<file path="config.mk">
export PLATFORM = sky130hd
export DESIGN_NAME = go_scan_flat
export DESIGN_NICKNAME = d
export VERILOG_FILES = /design/src/rtl/go_scan_if.sv /design/src/rtl/go_scan.sv /design/src/flat_wrapper.sv
export SDC_FILE = /design/constraint.sdc
export NUM_CORES = 1
export LEC_CHECK = 0
export BUFFER_PORTS_ARGS = -buffer_cell sky130_fd_sc_hd__buf_2
export CORE_MARGIN = 2
export CORE_UTILIZATION = 35
export CTS_BUF_LIST = sky130_fd_sc_hd__clkbuf_8
export DETAILED_ROUTE_END_ITERATION = 10
export GPL_TIMING_DRIVEN = 0
export PLACE_DENSITY_LB_ADDON = 0.15
export SLEW_MARGIN = 20
export SYNTH_ARGS = -nofsm -noshare
export SYNTH_HDL_FRONTEND = slang
export SYNTH_SLANG_ARGS = --single-unit
</file>
<file path="constraint.sdc">
create_clock -name clk -period 5.66 [get_ports clk]
set_input_delay 0.283 -clock clk [delete_from_list [all_inputs] [get_ports clk]]
set_output_delay 0.283 -clock clk [all_outputs]
set_load 0.005 [all_outputs]
</file>
<file path="src/rtl/go_scan_if.sv">
// Control and board-read bundle for the 3x3 win/draw scanner.
// The game-controller / board-store side uses master; the scanner uses slave.
interface go_scan_if;
  logic       start;
  logic       clr;
  logic       rd_en;
  logic [3:0] rd_addr;
  logic [1:0] rd_data;
  logic       busy;
  logic       done;
  logic [9:0] gameover;
  logic [1:0] winner;

  modport master (
    output start, clr, rd_data,
    input  rd_en, rd_addr, busy, done, gameover, winner
  );

  modport slave (
    input  start, clr, rd_data,
    output rd_en, rd_addr, busy, done, gameover, winner
  );
endinterface

</file>
<file path="src/rtl/go_scan.sv">
// Sequential win/draw detector for the 3x3 board. Reads nine cells over a
// synchronous read port, checks one line per cycle, then publishes a held
// 10-bit gameover vector and the winner code.
module go_scan #(
  parameter logic [1:0]  X_CODE     = 2'b01,
  parameter logic [1:0]  O_CODE     = 2'b10,
  parameter int unsigned RD_LATENCY = 1
) (
  input logic     clk,
  input logic     rstn,
  go_scan_if.slave bus
);

  typedef enum logic [1:0] {StIdle, StRead, StCheck, StDone} state_e;

  localparam logic [3:0] Lat      = 4'(RD_LATENCY);
  localparam logic [3:0] LastRead = Lat + 4'd8;

  state_e          r_state, w_state_next;
  logic [3:0]      r_cnt, w_cnt_next;
  logic [8:0][1:0] r_cell;
  logic [7:0]      r_acc;
  logic [1:0]      r_acc_winner;
  logic            r_done;
  logic [9:0]      r_gameover;
  logic [1:0]      r_winner;

  logic       w_rd_en;
  logic [3:0] w_rd_addr;
  logic [3:0] w_cap_idx;
  logic [3:0] w_i0, w_i1, w_i2;
  logic [1:0] w_a, w_b, w_c;
  logic       w_line_win;
  logic       w_full;
  logic       w_draw;
  logic       w_accept;

  // State register.
  always_ff @(posedge clk or negedge rstn) begin
    if (!rstn) begin
      r_state <= StIdle;
      r_cnt   <= 4'd0;
    end else begin
      r_state <= w_state_next;
      r_cnt   <= w_cnt_next;
    end
  end

  // Next-state logic; clr overrides every state.
  always_comb begin
    w_state_next = r_state;
    w_cnt_next   = r_cnt;
    case (r_state)
      StIdle: begin
        if (bus.start) begin
          w_state_next = StRead;
          w_cnt_next   = 4'd0;
        end
      end
      StRead: begin
        if (r_cnt == LastRead) begin
          w_state_next = StCheck;
          w_cnt_next   = 4'd0;
        end else begin
          w_cnt_next = r_cnt + 4'd1;
        end
      end
      StCheck: begin
        if (r_cnt == 4'd7) begin
          w_state_next = StDone;
          w_cnt_next   = 4'd0;
        end else begin
          w_cnt_next = r_cnt + 4'd1;
        end
      end
      StDone:  w_state_next = StIdle;
      default: w_state_next = StIdle;
    endcase
    if (bus.clr) begin
      w_state_next = StIdle;
      w_cnt_next   = 4'd0;
    end
  end

  // Read strobe and cell address; cell k sits at {k/3, k%3}.
  always_comb begin
    w_rd_en   = (r_state == StRead) && (r_cnt < 4'd9);
    w_rd_addr = 4'h0;
    if (w_rd_en) begin
      case (r_cnt)
        4'd0:    w_rd_addr = 4'h0;
        4'd1:    w_rd_addr = 4'h1;
        4'd2:    w_rd_addr = 4'h2;
        4'd3:    w_rd_addr = 4'h4;
        4'd4:    w_rd_addr = 4'h5;
        4'd5:    w_rd_addr = 4'h6;
        4'd6:    w_rd_addr = 4'h8;
        4'd7:    w_rd_addr = 4'h9;
        4'd8:    w_rd_addr = 4'ha;
        default: w_rd_addr = 4'h0;
      endcase
    end
  end

  // Cell indices of the line under test (rows, cols, diag, anti-diag).
  always_comb begin
    w_i0 = 4'd0;
    w_i1 = 4'd0;
    w_i2 = 4'd0;
    case (r_cnt[2:0])
      3'd0: begin w_i0 = 4'd0; w_i1 = 4'd1; w_i2 = 4'd2; end
      3'd1: begin w_i0 = 4'd3; w_i1 = 4'd4; w_i2 = 4'd5; end
      3'd2: begin w_i0 = 4'd6; w_i1 = 4'd7; w_i2 = 4'd8; end
      3'd3: begin w_i0 = 4'd0; w_i1 = 4'd3; w_i2 = 4'd6; end
      3'd4: begin w_i0 = 4'd1; w_i1 = 4'd4; w_i2 = 4'd7; end
      3'd5: begin w_i0 = 4'd2; w_i1 = 4'd5; w_i2 = 4'd8; end
      3'd6: begin w_i0 = 4'd0; w_i1 = 4'd4; w_i2 = 4'd8; end
      3'd7: begin w_i0 = 4'd2; w_i1 = 4'd4; w_i2 = 4'd6; end
      default: begin w_i0 = 4'd0; w_i1 = 4'd0; w_i2 = 4'd0; end
    endcase
  end

  // Line-win test and board-full test (2'b11 counts as empty).
  always_comb begin
    w_a        = r_cell[w_i0];
    w_b        = r_cell[w_i1];
    w_c        = r_cell[w_i2];
    w_line_win = (w_a == w_b) && (w_b == w_c) && ((w_a == X_CODE) || (w_a == O_CODE));
    w_full     = 1'b1;
    for (int k = 0; k < 9; k++) begin
      if (!((r_cell[k] == X_CODE) || (r_cell[k] == O_CODE))) w_full = 1'b0;
    end
    w_draw    = w_full && (r_acc == 8'h00);
    w_cap_idx = r_cnt - Lat;
    w_accept  = (r_state == StIdle) && bus.start && !bus.clr;
  end

  // Capture returned cell codes RD_LATENCY cycles after each strobe.
  always_ff @(posedge clk or negedge rstn) begin
    if (!rstn) begin
      r_cell <= '0;
    end else if ((r_state == StRead) && (r_cnt >= Lat)) begin
      r_cell[w_cap_idx] <= bus.rd_data;
    end
  end

  // Accumulate winning lines; the first win found fixes the winner.
  always_ff @(posedge clk or negedge rstn) begin
    if (!rstn) begin
      r_acc        <= 8'h00;
      r_acc_winner <= 2'b00;
    end else if (bus.clr || w_accept) begin
      r_acc        <= 8'h00;
      r_acc_winner <= 2'b00;
    end else if ((r_state == StCheck) && w_line_win) begin
      r_acc[r_cnt[2:0]] <= 1'b1;
      if (r_acc_winner == 2'b00) r_acc_winner <= w_a;
    end
  end

  // Publish results on leaving DONE; they hold until the next scan or clr.
  always_ff @(posedge clk or negedge rstn) begin
    if (!rstn) begin
      r_done     <= 1'b0;
      r_gameover <= 10'h000;
      r_winner   <= 2'b00;
    end else if (bus.clr) begin
      r_done     <= 1'b0;
      r_gameover <= 10'h000;
      r_winner   <= 2'b00;
    end else if (r_state == StDone) begin
      r_done     <= 1'b1;
      r_gameover <= {(|r_acc) | w_draw, w_draw, r_acc};
      r_winner   <= r_acc_winner;
    end else begin
      r_done <= 1'b0;
    end
  end

  assign bus.rd_en    = w_rd_en;
  assign bus.rd_addr  = w_rd_addr;
  assign bus.busy     = (r_state != StIdle);
  assign bus.done     = r_done;
  assign bus.gameover = r_gameover;
  assign bus.winner   = r_winner;

endmodule

</file>
<file path="src/flat_wrapper.sv">
// flat-port wrapper written by rule: the top's interface ports become plain ports
module go_scan_flat 
#(
  parameter logic [1:0]  X_CODE     = 2'b01,
  parameter logic [1:0]  O_CODE     = 2'b10,
  parameter int unsigned RD_LATENCY = 1
)
  (clk, rstn, bus_start, bus_clr, bus_rd_data, bus_rd_en, bus_rd_addr, bus_busy, bus_done, bus_gameover, bus_winner);
  go_scan_if bus_i ();
  input logic clk;
  input logic rstn;
  input wire logic [$bits(bus_i.start)-1:0] bus_start;
  input wire logic [$bits(bus_i.clr)-1:0] bus_clr;
  input wire logic [$bits(bus_i.rd_data)-1:0] bus_rd_data;
  output wire logic [$bits(bus_i.rd_en)-1:0] bus_rd_en;
  output wire logic [$bits(bus_i.rd_addr)-1:0] bus_rd_addr;
  output wire logic [$bits(bus_i.busy)-1:0] bus_busy;
  output wire logic [$bits(bus_i.done)-1:0] bus_done;
  output wire logic [$bits(bus_i.gameover)-1:0] bus_gameover;
  output wire logic [$bits(bus_i.winner)-1:0] bus_winner;
  assign bus_i.start = bus_start;
  assign bus_i.clr = bus_clr;
  assign bus_i.rd_data = bus_rd_data;
  assign bus_rd_en = bus_i.rd_en;
  assign bus_rd_addr = bus_i.rd_addr;
  assign bus_busy = bus_i.busy;
  assign bus_done = bus_i.done;
  assign bus_gameover = bus_i.gameover;
  assign bus_winner = bus_i.winner;
  go_scan #(.X_CODE(X_CODE), .O_CODE(O_CODE), .RD_LATENCY(RD_LATENCY)) u_core (.clk(clk), .rstn(rstn), .bus(bus_i));
endmodule
</file>
[After elaboration in Yosys (flattened, before gate mapping)]
Memories as Yosys holds them, arrays and structs flattened.
Index checks and enable logic that the tools add are counted.
Storage, ports and cells
  input bits: 6
  output and inout port bits: 19
  word-level logic and storage cells: 137
  memories: 2
  register bits: 47
  bits in read-only memories: 144
Cells by class
  reductions and logical operators: 34
  order comparisons: 9
  add/subtract/negate cells: 2
  bitwise operators: 2
  equality and inequality tests: 30
  muxes and demuxes: 42
Memory list
  (name not given): words 8, width 10, read ports 1, clocked after Yosys merged registers in 0, write ports 0, RTL line go_scan.sv:110  | case (r_cnt[2:0])
  (name not given): words 16, width 4, read ports 1, clocked after Yosys merged registers in 0, write ports 0, RTL line go_scan.sv:90  | case (r_cnt)
Operators by type and width (count)
  $mux W2: 13
  $bmux W2 S4: 3
  $eq A2 B2 Y1 const B: 12
  $eq A2 B1 Y1 const B: 11
  $lt A4 B5 Y1 const B: 4
  $mux W10: 2
  $mux W4: 5
  $bwmux W18: 1
  $mux W8: 2
  $mux W1: 12
  $pmux W4 S3: 1
  $logic_or A1 B1 Y1: 11
  $logic_and A1 B1 Y1: 10
  $demux W2 S4: 1
  $ge A4 B1 Y1 const B: 2
  $logic_not A8 Y1: 1
  $or A8 B8 Y8: 1
  $pmux W2 S4: 1
  $reduce_bool A2 Y1: 4
  $reduce_or A8 Y1: 1
  $ne A3 B2 Y1 const B: 2
  $add A4 B1 Y4 const B: 1
  $eq A2 B2 Y1: 2
  $eq A4 B3 Y1 const B: 1
  13 further kinds: 15

[Longest topological paths before layout]
  depth after elaboration: 15
  gate-level depth with buffers: 11
  gate-level depth less buffers: 9

[Worst setup path after synthesis]
Ideal clock, no wire load.
  path type: reg2reg
  start point: register u_core.r_cnt[0]
  end point: register u_core.r_acc[0]
  clock period less this slack: 2882 ps
  path slack: 2778 ps
  arrival: 2804 ps
  data required time: 5582 ps
  buffers on the path: 2
  cell stages (with the launch flop): 12
  cell sequence: dfrtp_1 > clkbuf_1 > inv_1 > ha_1 > buf_2 > or3b_1 > o22a_1 > o21ai_2 > o211a_1 > nor4bb_1 > a41oi_4 > o21ai_1
Between the ends
  cells in the longest elaborated chain, start to end: 8
  elaborated cells on any way between the ends: 24
  those cells by class: 2 x order compare; 4 x eq/ne; 10 x mux; 1 x bitwise; 6 x reduce/logical; 1 x memory
RTL lines
  start, declared: RTL line go_scan.sv:20  | logic [3:0] r_cnt, w_cnt_next;
  start signal, assigned: RTL line go_scan.sv:45  | r_cnt <= w_cnt_next;
  $mem_v2 Z8 W10
  $bmux W2 S4 (on tied branches): RTL line go_scan.sv:125, go_scan.sv:126, go_scan.sv:127
  $mux W2 (on tied branches): RTL line go_scan.sv:125, go_scan.sv:126, go_scan.sv:127
  $eq A2 B2 Y1 / $eq A2 B1 Y1 (equally long branches): RTL line go_scan.sv:128  | w_line_win = (w_a == w_b) && (w_b == w_c) && ((w_a == X_CODE) || (w_a == O_CODE));
  $logic_and A1 B1 Y1 / $logic_or A1 B1 Y1 (equally long branches): RTL line go_scan.sv:128
  $logic_and A1 B1 Y1: RTL line go_scan.sv:128
  $logic_and A1 B1 Y1: RTL line go_scan.sv:155  | end else if ((r_state == StCheck) && w_line_win) begin
  $reduce_bool A2 Y1 (no source line)
  end signal, assigned: RTL line go_scan.sv:150  | r_acc <= 8'h00;
  end signal, assigned: RTL line go_scan.sv:153  | r_acc <= 8'h00;
  end signal, assigned by index: RTL line go_scan.sv:156  | r_acc[r_cnt[2:0]] <= 1'b1;
  end, declared: RTL line go_scan.sv:22  | logic [7:0] r_acc;
Several ways; a longest one is shown, not always the timed one. The select of a mux whose other input is x is not followed.
A chain may end at the register's enable or synchronous reset.

[Final worst setup path]
  start point: register u_core.r_cnt[1]
  end point: register u_core.r_acc[0]
The elaborated chain is that of the path after synthesis.

==> impl_metrics.yaml <==
placed_design:
  io_buffers: 23
  dp_worst_setup_slack_ns: 2.22
  place.gp.congestion: 0.833
  dp_hpwl_mm: 5.27
  postPlaceCellArea_um2: 3250
  dp_cells: 428
layout:
  nFillCells: 868
  nNetsFinal: 348
  drive_gt1_share_pct: 20.0
  diodes: 0
  fin_util_pct: 40.7
  area_growth_pct: 11.8
  final_cell_count_no_fill: 435
  finish.instance_area_um2: 3360
yosys:
  syn_avg_cell_area_um2: 10.0
  synth_area_leaders: "dfrtp_1 39%, mux2i_1 8.0%, mux2_2 7.1%, ha_1 5.0%, nor2_1 4.5%"
  ys.flop_type: "dfrtp_1"
  syn_area_um2: 3010
  synth-async-reset-ratio_pct: 100
  synth_top_area_share_pct: 39.1
  yosysTopAreaCell: "dfrtp_1"
  ys_seq_area_share_pct: 39.1
  synth_cell_types: 49
  ys.warnings.count: 0
  synth_nets: 318
  yosysMostFrequentCell: "dfrtp_1"
  synth_edf_count: 0
  syn_inst: 300
  synth-seq-cells: 47
  synth_common_cells: "47 x dfrtp_1, 36 x nor2_1, 24 x mux2i_1, 24 x nand2_1, 19 x mux2_2"
critical_path:
  reg2reg_from: "u_core.r_cnt[1]$_DFFE_PN0P_"
  worst_path_largest_cell_delay_ns: 0.51
  critPathLaunchType: "flop"
  r2r_end: "u_core.r_acc[0]$_DFFE_PN0P_"
  critPathMaxFanout: 10
  cp-end-kind: "flop"
  cp_cell_sequence: "clkbuf_1, inv_1, ha_1, mux2i_4, mux2_1, mux4_2, a21oi_2, nor4bb_1, a41oi_4, o21ai_1"
  worstSetupPathType: "reg2reg"
  r2r_slack_ns: 2.20
  cp_data_required_time_ns: 5.84
  r2r_cells: 10
  arrival_ns: 3.64
  critPathSlowestCell: "mux4_2"
floorplanning:
  die_x_um: 96.7
  start_util_pct: 36.4
  dieHeight_um: 96.7
  fp.coreArea_um2: 8260
  std_cell_rows: 33
  die_area_um2: 9350
  io_pins: 25
sta:
  fin_ws_ns: 2.20
  fin_crit_ns: 3.46
  fin_worst_skew_ns: 0.00976
  hold_violations: 28
  final_max_slew_viol_count: 0
  holdWs_ns: -0.0179
  setup_violations: 0
  post-route-period-util_pct: 61.1
  relSlewSlack_pct: 56.8
  rsz0062_at_grt: "false"
  fmax_mhz: 289
  worst_slew_pin_slew_ns: 0.648
  tns_ns: 0
clock_network:
  ctsResizeCount: 0
  htree_levels: 2
  clk_pin_slew_ns: 0.09
  cts_tree: "yes"
  clock_path_buffers: 2
  ctsHoldBuffers: 0
  clock-sinks: 47
  cts_setup_buffers: 0
  clock_latency_ns: 0.30
  cts_buffers: 5
  cts-root-buf: "clkbuf_8"
global_routing:
  track_usage_pct: 15.5
  grt_pass1_wl_mm: 11.9
  antenna_found_initial: 0
  grt_overflow: 0
  grt_pass1_vias: 2355
  grt_max_degree: 48
route:
  wl_per_cell_um: 15.7
  drt_iter0_markers: 47
  antenna_left: 0
  vias: 2255
  finalWirelength_mm: 6.84
  drc: 0
  dr.pass1.iters: 4
  viasPerCell: 5.18
status:
  status: "finished with violations"
  violations: "hold timing"
hold_path:
  hold_path_class: "in2async"
pwr:
  ir_drop_mv: 0.123
  power_density_nw_per_um2: 276
  totalPowerFinal_mw: 0.929
  power.leakage_nw: 1.44
run:
  drv_cap: 0
[how the worst max path moves through the flow]
| stage | endpoint | slack [ns] | cells past startpoint | startpoint |
|---|---|---|---|---|
| global route | u_core.r_acc[0]$_DFFE_PN0P_ | 1.91 | 11 | u_core.r_cnt[1]$_DFFE_PN0P_ |
| global placement | u_core.r_acc[2]$_DFFE_PN0P_ | 2.26 | 10 | u_core.r_cnt[1]$_DFFE_PN0P_ |
| finish | u_core.r_acc[0]$_DFFE_PN0P_ | 2.20 | 10 | u_core.r_cnt[1]$_DFFE_PN0P_ |
| CTS | u_core.r_acc[0]$_DFFE_PN0P_ | 2.19 | 10 | u_core.r_cnt[1]$_DFFE_PN0P_ |
| floorplan | u_core.r_acc[0]$_DFFE_PN0P_ | 2.78 | 11 | u_core.r_cnt[0]$_DFFE_PN0P_ |
| detailed placement | u_core.r_acc[0]$_DFFE_PN0P_ | 2.22 | 10 | u_core.r_cnt[1]$_DFFE_PN0P_ |
[cell type report]
cell class | instances | area [µm²] | share of cell area, %
multi-input combinational | 228 | 1720 | 51.2
sequential | 47 | 1180 | 35.0
tap | 105 | 131 | 3.91
timing repair buffer | 23 | 118 | 3.50
buffer | 16 | 77.6 | 2.31
clock buffer | 5 | 68.8 | 2.05
clock inverter | 2 | 37.5 | 1.12
inverter | 9 | 33.8 | 1.00
[where the power goes]
group	switching [mW]	internal (mW)	leakage (nW)	total [mW]
sequential	0.0235	0.354	0.655	0.377
clock	0.114	0.129	0.0502	0.243
combinational	0.186	0.122	0.737	0.308
[placed cells by master, fill, tap and decap left out, types with 6 or more instances in the layout]
| cell type | instances |
|---|---|
| a21oi_1 | 12 |
| buf_2 | 24 |
| clkbuf_1 | 11 |
| dfrtp_1 | 47 |
| ha_1 | 12 |
| inv_1 | 8 |
| mux2_2 | 19 |
| mux2i_1 | 24 |
| nand2_1 | 24 |
| nand2b_1 | 6 |
| nand3_1 | 6 |
| nor2_1 | 36 |
| nor3_1 | 8 |
| o21ai_0 | 6 |
| o21ai_1 | 11 |
| xnor2_1 | 9 |
[routing by layer]
| layer | GRT usage (%) | up-vias | part of all wire (%) |
|---|---|---|---|
| li1 | - | 1118 | - |
| met1 | 20.0 | 1097 | 46 |
| met2 | 26.4 | 32 | 49 |
| met3 | 3.25 | 8 | 3.2 |
| met4 | 3.90 | 0 | 1.4 |
| met5 | 0 | - | 0 |
[flip-flops by register name (all words and copies together), names as in the netlist]
register and flops:
u_core.r_cell 18, u_core.bus.gameover 10, u_core.r_acc 8, u_core.r_cnt 4, u_core.bus.winner 2, u_core.r_acc_winner 2, u_core.r_state 2, u_core.bus.done 1
[cell families after synthesis]
kind of cell               after synthesis  synth area share (%)
and+or+nand+nor                        107                  17.6
DFF                                     47                  39.1
muxes                                   53                  21.5
xor gates and xnor gates                10                  2.91
AOI/OAI and AO/OA                       46                  10.2
buffers and inverters                   25                  3.70
adders and majority gates               12                  4.99
[critical path, delay by kind of cell, from the launching register on]
| kind | cells | cell delay, ns |
|---|---|---|
| AOI/OAI and AO/OA | 3 | 0.60 |
| adders and majority gates | 1 | 0.35 |
| and+or+nand+nor | 1 | 0.08 |
| DFF | 1 | 0.42 |
| muxes | 3 | 1.20 |
| buffers and inverters | 2 | 0.67 |
Note: power is estimated with default switching activity, not from simulation.
